--- src/rtl/enc_tx_scheduler_pkg.sv ---
// Shared types and constants for the encrypting transmit scheduler.
// Holds the FSM encoding, LFSR taps and frame geometry.
package enc_tx_scheduler_pkg;

  localparam int NIB_W   = 4;
  localparam int MAX_NIB = 16;
  localparam int LFSR_W  = 8;

  // Fibonacci taps 8,6,5,4 map to state bits 0,2,3,4 when shifting toward bit 0
  localparam logic [LFSR_W-1:0] LFSR_TAPS = 8'h1D;

  typedef enum logic [2:0] {
    IDLE,
    LOAD,
    SEND,
    DONE,
    ABORT
  } state_t;

  function automatic logic [LFSR_W-1:0] lfsr_step(input logic [LFSR_W-1:0] s);
    return {^(s & LFSR_TAPS), s[LFSR_W-1:1]};
  endfunction

endpackage

--- src/rtl/enc_tx_scheduler_if.sv ---
// Requester, buffer and status signals of the transmit scheduler.
// The requester/buffer side uses master, the scheduler uses slave.
interface enc_tx_scheduler_if;
  import enc_tx_scheduler_pkg::*;

  logic [1:0]       s_valid;
  logic [NIB_W-1:0] s_data0;
  logic [NIB_W-1:0] s_data1;
  logic [1:0]       s_last;
  logic [1:0]       s_ready;
  logic             buf_ena;
  logic [3:0]       buf_addr;
  logic [NIB_W-1:0] buf_data;
  logic             buf_ena_out;
  logic             key;
  logic             busy;
  logic [1:0]       grant;
  logic [1:0]       done;
  logic [1:0]       err;

  modport master (
    output s_valid, s_data0, s_data1, s_last, buf_ena_out,
    input  s_ready, buf_ena, buf_addr, buf_data, key, busy, grant, done, err
  );

  modport slave (
    input  s_valid, s_data0, s_data1, s_last, buf_ena_out,
    output s_ready, buf_ena, buf_addr, buf_data, key, busy, grant, done, err
  );

endinterface

--- src/rtl/enc_keystream_lfsr.sv ---
// Keystream generator: 8-bit Fibonacci LFSR, reloadable per frame.
// key is a register so it holds its value between steps.
module enc_keystream_lfsr
  import enc_tx_scheduler_pkg::*;
#(
  parameter logic [LFSR_W-1:0] LFSR_SEED = 8'hA5
) (
  input  logic              clk,
  input  logic              rst_n,
  input  logic              load,
  input  logic              step,
  input  logic [LFSR_W-1:0] seed,
  output logic              key
);

  logic [LFSR_W-1:0] lfsr;
  logic [LFSR_W-1:0] lfsr_nxt;

  always_comb begin
    lfsr_nxt = lfsr;
    if (load)      lfsr_nxt = seed;
    else if (step) lfsr_nxt = lfsr_step(lfsr);
  end

  always_ff @(posedge clk or negedge rst_n) begin
    if (!rst_n) begin
      lfsr <= LFSR_SEED;
      key  <= 1'b0;
    end else begin
      lfsr <= lfsr_nxt;
      if (load || step) key <= lfsr_nxt[0];
    end
  end

endmodule

--- src/rtl/enc_tx_scheduler.sv ---
// Round-robin scheduler: loads a nibble frame into the buffer, counts the
// emitted serial bits and drives the XOR keystream for the owning requester.
module enc_tx_scheduler
  import enc_tx_scheduler_pkg::*;
#(
  parameter logic [LFSR_W-1:0] LFSR_SEED = 8'hA5,
  parameter int                TIMEOUT   = 255
) (
  input logic               clk,
  input logic               rst_n,
  enc_tx_scheduler_if.slave bus
);

  state_t     state;
  state_t     state_nxt;
  logic       g_idx;
  logic       ptr;
  logic       pick;
  logic       req_any;
  logic       xfer;
  logic       last_nib;
  logic       strobe;
  logic [3:0] nib_cnt;
  logic [6:0] bit_cnt;
  logic [6:0] bit_cnt_inc;
  logic [6:0] bit_target;
  logic [7:0] idle_cnt;
  logic [1:0] grant_q;
  logic [1:0] done_q;
  logic [1:0] err_q;
  logic       busy_q;

  assign req_any     = |bus.s_valid;
  assign pick        = bus.s_valid[ptr] ? ptr : ~ptr;
  assign xfer        = (state == LOAD) && bus.s_valid[g_idx];
  assign last_nib    = bus.s_last[g_idx] || (nib_cnt == 4'(MAX_NIB - 1));
  assign strobe      = (state == SEND) && bus.buf_ena_out;
  assign bit_cnt_inc = bit_cnt + 7'd1;

  always_ff @(posedge clk or negedge rst_n) begin
    if (!rst_n) state <= IDLE;
    else        state <= state_nxt;
  end

  // Buffer write port follows the handshake directly so the first nibble lands in the first LOAD cycle
  always_comb begin
    state_nxt    = state;
    bus.s_ready  = 2'b00;
    bus.buf_ena  = 1'b0;
    bus.buf_addr = 4'd0;
    bus.buf_data = '0;
    case (state)
      IDLE: if (req_any) state_nxt = LOAD;
      LOAD: begin
        bus.s_ready = grant_q;
        if (xfer) begin
          bus.buf_ena  = 1'b1;
          bus.buf_addr = nib_cnt;
          bus.buf_data = g_idx ? bus.s_data1 : bus.s_data0;
          if (last_nib) state_nxt = SEND;
        end
      end
      SEND: begin
        // A strobe always wins over the timeout on the same cycle
        if (strobe) begin
          if (bit_cnt_inc == bit_target) state_nxt = DONE;
        end else if (idle_cnt == 8'(TIMEOUT - 1)) begin
          state_nxt = ABORT;
        end
      end
      DONE:    state_nxt = IDLE;
      ABORT:   state_nxt = IDLE;
      default: state_nxt = IDLE;
    endcase
  end

  always_ff @(posedge clk or negedge rst_n) begin
    if (!rst_n) begin
      g_idx      <= 1'b0;
      ptr        <= 1'b0;
      nib_cnt    <= 4'd0;
      bit_cnt    <= 7'd0;
      bit_target <= 7'd0;
      idle_cnt   <= 8'd0;
      grant_q    <= 2'b00;
      done_q     <= 2'b00;
      err_q      <= 2'b00;
      busy_q     <= 1'b0;
    end else begin
      busy_q <= (state_nxt != IDLE);
      done_q <= (state_nxt == DONE)  ? grant_q : 2'b00;
      err_q  <= (state_nxt == ABORT) ? grant_q : 2'b00;
      case (state)
        IDLE: begin
          if (req_any) begin
            g_idx   <= pick;
            grant_q <= pick ? 2'b10 : 2'b01;
          end
          nib_cnt  <= 4'd0;
          bit_cnt  <= 7'd0;
          idle_cnt <= 8'd0;
        end
        LOAD: begin
          if (xfer) begin
            nib_cnt <= nib_cnt + 4'd1;
            if (last_nib) bit_target <= {5'({1'b0, nib_cnt}) + 5'd1, 2'b00};
          end
        end
        SEND: begin
          if (strobe) begin
            bit_cnt  <= bit_cnt_inc;
            idle_cnt <= 8'd0;
          end else begin
            idle_cnt <= idle_cnt + 8'd1;
          end
        end
        DONE, ABORT: begin
          ptr     <= ~g_idx;
          grant_q <= 2'b00;
        end
        default: ;
      endcase
    end
  end

  assign bus.grant = grant_q;
  assign bus.done  = done_q;
  assign bus.err   = err_q;
  assign bus.busy  = busy_q;

  enc_keystream_lfsr #(
    .LFSR_SEED(LFSR_SEED)
  ) u_lfsr (
    .clk  (clk),
    .rst_n(rst_n),
    .load ((state == IDLE) && req_any),
    .step (strobe),
    .seed (LFSR_SEED ^ {7'b0, pick}),
    .key  (bus.key)
  );

endmodule

--- src/flat_wrapper.sv ---
// flat-port wrapper written by rule: the top's interface ports become plain ports
module enc_tx_scheduler_flat import enc_tx_scheduler_pkg::*;
#(
  parameter logic [LFSR_W-1:0] LFSR_SEED = 8'hA5,
  parameter int                TIMEOUT   = 255
)
  (clk, rst_n, bus_s_valid, bus_s_data0, bus_s_data1, bus_s_last, bus_buf_ena_out, bus_s_ready, bus_buf_ena, bus_buf_addr, bus_buf_data, bus_key, bus_busy, bus_grant, bus_done, bus_err);
  enc_tx_scheduler_if bus_i ();
  input logic clk;
  input logic rst_n;
  input wire logic [$bits(bus_i.s_valid)-1:0] bus_s_valid;
  input wire logic [$bits(bus_i.s_data0)-1:0] bus_s_data0;
  input wire logic [$bits(bus_i.s_data1)-1:0] bus_s_data1;
  input wire logic [$bits(bus_i.s_last)-1:0] bus_s_last;
  input wire logic [$bits(bus_i.buf_ena_out)-1:0] bus_buf_ena_out;
  output wire logic [$bits(bus_i.s_ready)-1:0] bus_s_ready;
  output wire logic [$bits(bus_i.buf_ena)-1:0] bus_buf_ena;
  output wire logic [$bits(bus_i.buf_addr)-1:0] bus_buf_addr;
  output wire logic [$bits(bus_i.buf_data)-1:0] bus_buf_data;
  output wire logic [$bits(bus_i.key)-1:0] bus_key;
  output wire logic [$bits(bus_i.busy)-1:0] bus_busy;
  output wire logic [$bits(bus_i.grant)-1:0] bus_grant;
  output wire logic [$bits(bus_i.done)-1:0] bus_done;
  output wire logic [$bits(bus_i.err)-1:0] bus_err;
  assign bus_i.s_valid = bus_s_valid;
  assign bus_i.s_data0 = bus_s_data0;
  assign bus_i.s_data1 = bus_s_data1;
  assign bus_i.s_last = bus_s_last;
  assign bus_i.buf_ena_out = bus_buf_ena_out;
  assign bus_s_ready = bus_i.s_ready;
  assign bus_buf_ena = bus_i.buf_ena;
  assign bus_buf_addr = bus_i.buf_addr;
  assign bus_buf_data = bus_i.buf_data;
  assign bus_key = bus_i.key;
  assign bus_busy = bus_i.busy;
  assign bus_grant = bus_i.grant;
  assign bus_done = bus_i.done;
  assign bus_err = bus_i.err;
  enc_tx_scheduler #(.LFSR_SEED(LFSR_SEED), .TIMEOUT(TIMEOUT)) u_core (.clk(clk), .rst_n(rst_n), .bus(bus_i));
endmodule
--- config.mk ---
export PLATFORM = sky130hd
export DESIGN_NAME = enc_tx_scheduler_flat
export DESIGN_NICKNAME = d
export VERILOG_FILES = /design/src/rtl/enc_tx_scheduler_pkg.sv /design/src/rtl/enc_tx_scheduler_if.sv /design/src/rtl/enc_keystream_lfsr.sv /design/src/rtl/enc_tx_scheduler.sv /design/src/flat_wrapper.sv
export SDC_FILE = /design/constraint.sdc
export NUM_CORES = 1
export LEC_CHECK = 0
export CAP_MARGIN = 20
export CORE_MARGIN = 8
export CORE_UTILIZATION = 30
export DETAILED_ROUTE_END_ITERATION = 7
export GPL_TIMING_DRIVEN = 0
export REMOVE_ABC_BUFFERS = 1
export SLEW_MARGIN = 15
export SYNTH_ARGS = -nofsm -noshare
export SYNTH_HDL_FRONTEND = slang
export SYNTH_HIERARCHICAL = 1
export SYNTH_SLANG_ARGS = --single-unit
export TNS_END_PERCENT = 5
--- constraint.sdc ---
create_clock -name clk -period 5.7 [get_ports clk]
set_clock_uncertainty 0.1 [all_clocks]
set_input_delay 1.14 -clock clk [delete_from_list [all_inputs] [get_ports clk]]
set_output_delay 1.14 -clock clk [all_outputs]
set_load 0.03 [all_outputs]
==> flow_metrics.env, run 1 <==
export IMPL_status="completed"
export IMPL_cts_root_buf="clkbuf_8"
export IMPL_crit_chain="clkdlybuf4s50_1 -> mux2_2 -> nand2_2 -> nor2_1 -> clkdlybuf4s50_1"
export IMPL_antenna_found_initial=0
export IMPL_numCtsBuffers=5
export IMPL_cts_setup_buffers=0
export IMPL_die_h_um=105
export IMPL_synth_distinct_cells=49
export IMPL_yosys_area_top_type="dfrtp_1"
export IMPL_io_pins=34
export IMPL_synth_edf_count=0
export IMPL_clk_insertion_delay_late_ns=0.30
export IMPL_r2r_start="u_core/state[0]"
export IMPL_hp_start="u_core/idle_cnt[7]"
export IMPL_die_w_um=105
export IMPL_rows=32
export IMPL_stdcell_area_um2=2910
export IMPL_start_util_pct=31.0
export IMPL_syn_inst=251
export IMPL_clk_pin_slew_ns=0.07
export IMPL_wl_per_cell_um=13.4
export IMPL_powerDensity_nw_per_um2=422
export IMPL_grt_pass1_vias=1893
export IMPL_synthFlopType="dfrtp_1"
export IMPL_vias=1878
export IMPL_clock_fmax_ghz=0.236
export IMPL_crit_fanout=10
export IMPL_r2r_end="u_core/bus.done[0]"
export IMPL_fin_tns_setup_ns=0
export IMPL_worst_hold_path_endpoint="u_core/idle_cnt[7]"
export IMPL_area_delta_synth_final_pct=21.6
export IMPL_post_route_drc_count=0
export IMPL_layout_drive_gt1_share_pct=8.07
export IMPL_ys_async_sr_fraction_pct=100
export IMPL_rrSetupSlack_ns=3.31
export IMPL_drt_iter0_drc=147
export IMPL_fill_cells=801
export IMPL_critPathMaxStageDelay_ns=0.68
export IMPL_dp_hpwl_um=3780
export IMPL_gr_total_overflow=0
export IMPL_dr_pass1_iters=4
export IMPL_cp_common_cell="clkdlybuf4s50_1"
export IMPL_yosysWarnings=6
export IMPL_placed_area_um2=2830
export IMPL_yosysTopAreaCellShare_pct=42.8
export IMPL_holdPathStages=1
export IMPL_grt_max_degree=24
export IMPL_maxSlewHeadroom_pct=60.3
export IMPL_slew_viol_final=0
export IMPL_cts_sinks=45
export IMPL_fin_crit_sh_pct=74.3
export IMPL_grt_pass1_wl_um=9180
export IMPL_required_ns=4.46
export IMPL_power_leakage_nw=1.26
export IMPL_hp_class="flip-flop to flip-flop"
export IMPL_crit_path_end_kind="output pin"
export IMPL_seq_area_frac_synth_pct=47.2
export IMPL_dieArea_um2=11100
export IMPL_cts_hold_buf=0
export IMPL_setup_viol=0
export IMPL_gp_congestion=0.756
export IMPL_tightest_slew_ns=0.592
export IMPL_cp_data_arrival_time_ns=2.99
export IMPL_cts_repair_resized=0
export IMPL_vdd_ir_drop_max_mv=0.202
export IMPL_ff_latch_area_um2=1130
export IMPL_routed_wl_um=5170
export IMPL_syn_area_per_cell_um2=9.54
export IMPL_multiInputGateArea_um2=1200
export IMPL_clock_path_buffers=2
export IMPL_critPathKind="input pin to output pin"
export IMPL_cts_max_level=2
export IMPL_drtAntennaViolNets=0
export IMPL_synth_common_cells="dfrtp_1 (41), nand2_1 (31), o21ai_1 (26)"
export IMPL_r2r_cells=5
export IMPL_tritoncts="done"
export IMPL_syn_area_um2=2390
export IMPL_startpoint_type="input pin"
export IMPL_coreArea_um2=7730
export IMPL_slowest_stage="clkdlybuf4s50_1"
export IMPL_synth_area_leaders="dfrtp_1 (43%), o21ai_1 (5.4%), nand2_1 (4.9%)"
export IMPL_rsz0062_at_grt="no"
export IMPL_antenna_diode_count=0
export IMPL_viasPerCell=4.85
export IMPL_min_period_ns=4.23
export IMPL_port_buffers=33
export IMPL_nets=303
export IMPL_post_synth_top_count_cell="dfrtp_1"
export IMPL_hold_viol=0
export IMPL_track_usage_pct=10.1
export IMPL_synth_seq_cells=45
export IMPL_maxCapViolCount=0
report_power, final:
group          total (W)  switching, W  internal (W)
clock           0.000189      0.000103     0.0000861
combinational   0.000527      0.000301      0.000226
sequential      0.000512     0.0000990      0.000413
state kept, by name (all words and copies together), names as in the netlist, 2 cells and up:
signal              count
u_core/bit_cnt          7
u_core/bus.err          2
u_core/bus.done         2
u_core/idle_cnt         8
u_core/bit_target       5
u_core/state            3
u_core/nib_cnt          4
u_core/u_lfsr/lfsr      8
u_core/bus.grant        2
layout by cell type, fill, tap and decap left out, types with 7 or more instances in the layout:
cell              n
o21ai_1          26
mux2i_1          11
nand3_1           9
nor2_1           14
and3_1            8
o21ai_0          14
a21oi_1           7
nand2_1          31
dfrtp_1          41
conb_1            7
xor2_1            8
clkdlybuf4s50_1  32
through the flow:
step / power (W) / instances / utilization (%) / hold WS (ns) / setup WS, ns
global route: 0.00133 / 387 / 37.7 / 0.423 / 1.35
finish: 0.00123 / 387 / 37.7 / 0.402 / 1.47
CTS: 0.00124 / 387 / 37.7 / 0.399 / 1.45
global placement: 0.00104 / 378 / 36.4 / 0.383 / 1.47
floorplan: 0.000862 / 243 / - / 0.351 / 2.54
detailed placement: 0.00105 / 379 / 36.6 / 0.385 / 1.46
critical path: cells and delay by family:
family                 cells  cell delay (ns)
muxes                      1             0.28
and+or+nand+nor            2             0.34
buffers and inverters      2             1.22
worst max-delay path by stage:
stage | startpoint | end | slack, ns
final | bus_s_valid[0] | bus_buf_data[0] | 1.47
after global routing | bus_s_valid[1] | bus_buf_data[0] | 1.35
after CTS | bus_s_valid[0] | bus_buf_data[0] | 1.45
after detailed placement | bus_s_valid[0] | bus_buf_data[1] | 1.46
after global placement | bus_s_valid[1] | bus_buf_data[1] | 1.47
after floorplan | bus_s_valid[1] | bus_buf_data[0] | 2.54
routing by layer:
layer  vias to the layer above  wire length [um]  GRT usage, %
met5                         -                 0             0
met4                         0                54          4.38
met3                         2               296          3.59
met2                        38              2280          15.1
met1                       896              2540          12.8
li1                        942                 -             -
cells by family after synthesis:
group	Yosys count	share of synthesized area, %
AO/OA/AOI/OAI	63	15.2
XOR/XNOR	13	4.75
adder cells (fa/ha/maj)	4	2.09
buffers and inverters	18	3.40
flip-flops	45	47.2
multiplexers	16	7.11
other	2	0.314
AND/OR/NAND/NOR	90	20.0
cell type report:
cell class	instances	share of cell area, %
Multi-Input combinational cell	193	41.2
Sequential cell	45	38.8
Timing Repair Buffer	34	12.1
Tap cell	102	4.38
Clock buffer	7	2.62
Inverter	5	0.644
Clock inverter	1	0.172
(Power assumes the default switching activity.)
==> run 2: changes to the inputs <==
- clock period: 5.7 -> 3.66 ns (I/O delays scaled with it)
==> results of run 2 <==
The final DEF is identical to that of run 1. Status: completed.
Main changes from that run: setup slack after placement 1.46 ns -> 0.235 ns; clock-pin slew on the worst setup and hold paths 0.07 ns -> 0.08 ns; setup slack after layout 1.47 ns -> 0.244 ns; hold slack 0.402 ns -> 0.309 ns; register-to-register setup slack 3.31 ns -> 1.27 ns; total power 0.00123 W -> 0.00191 W; worst IR drop on VDD 0.202 mV -> 0.315 mV
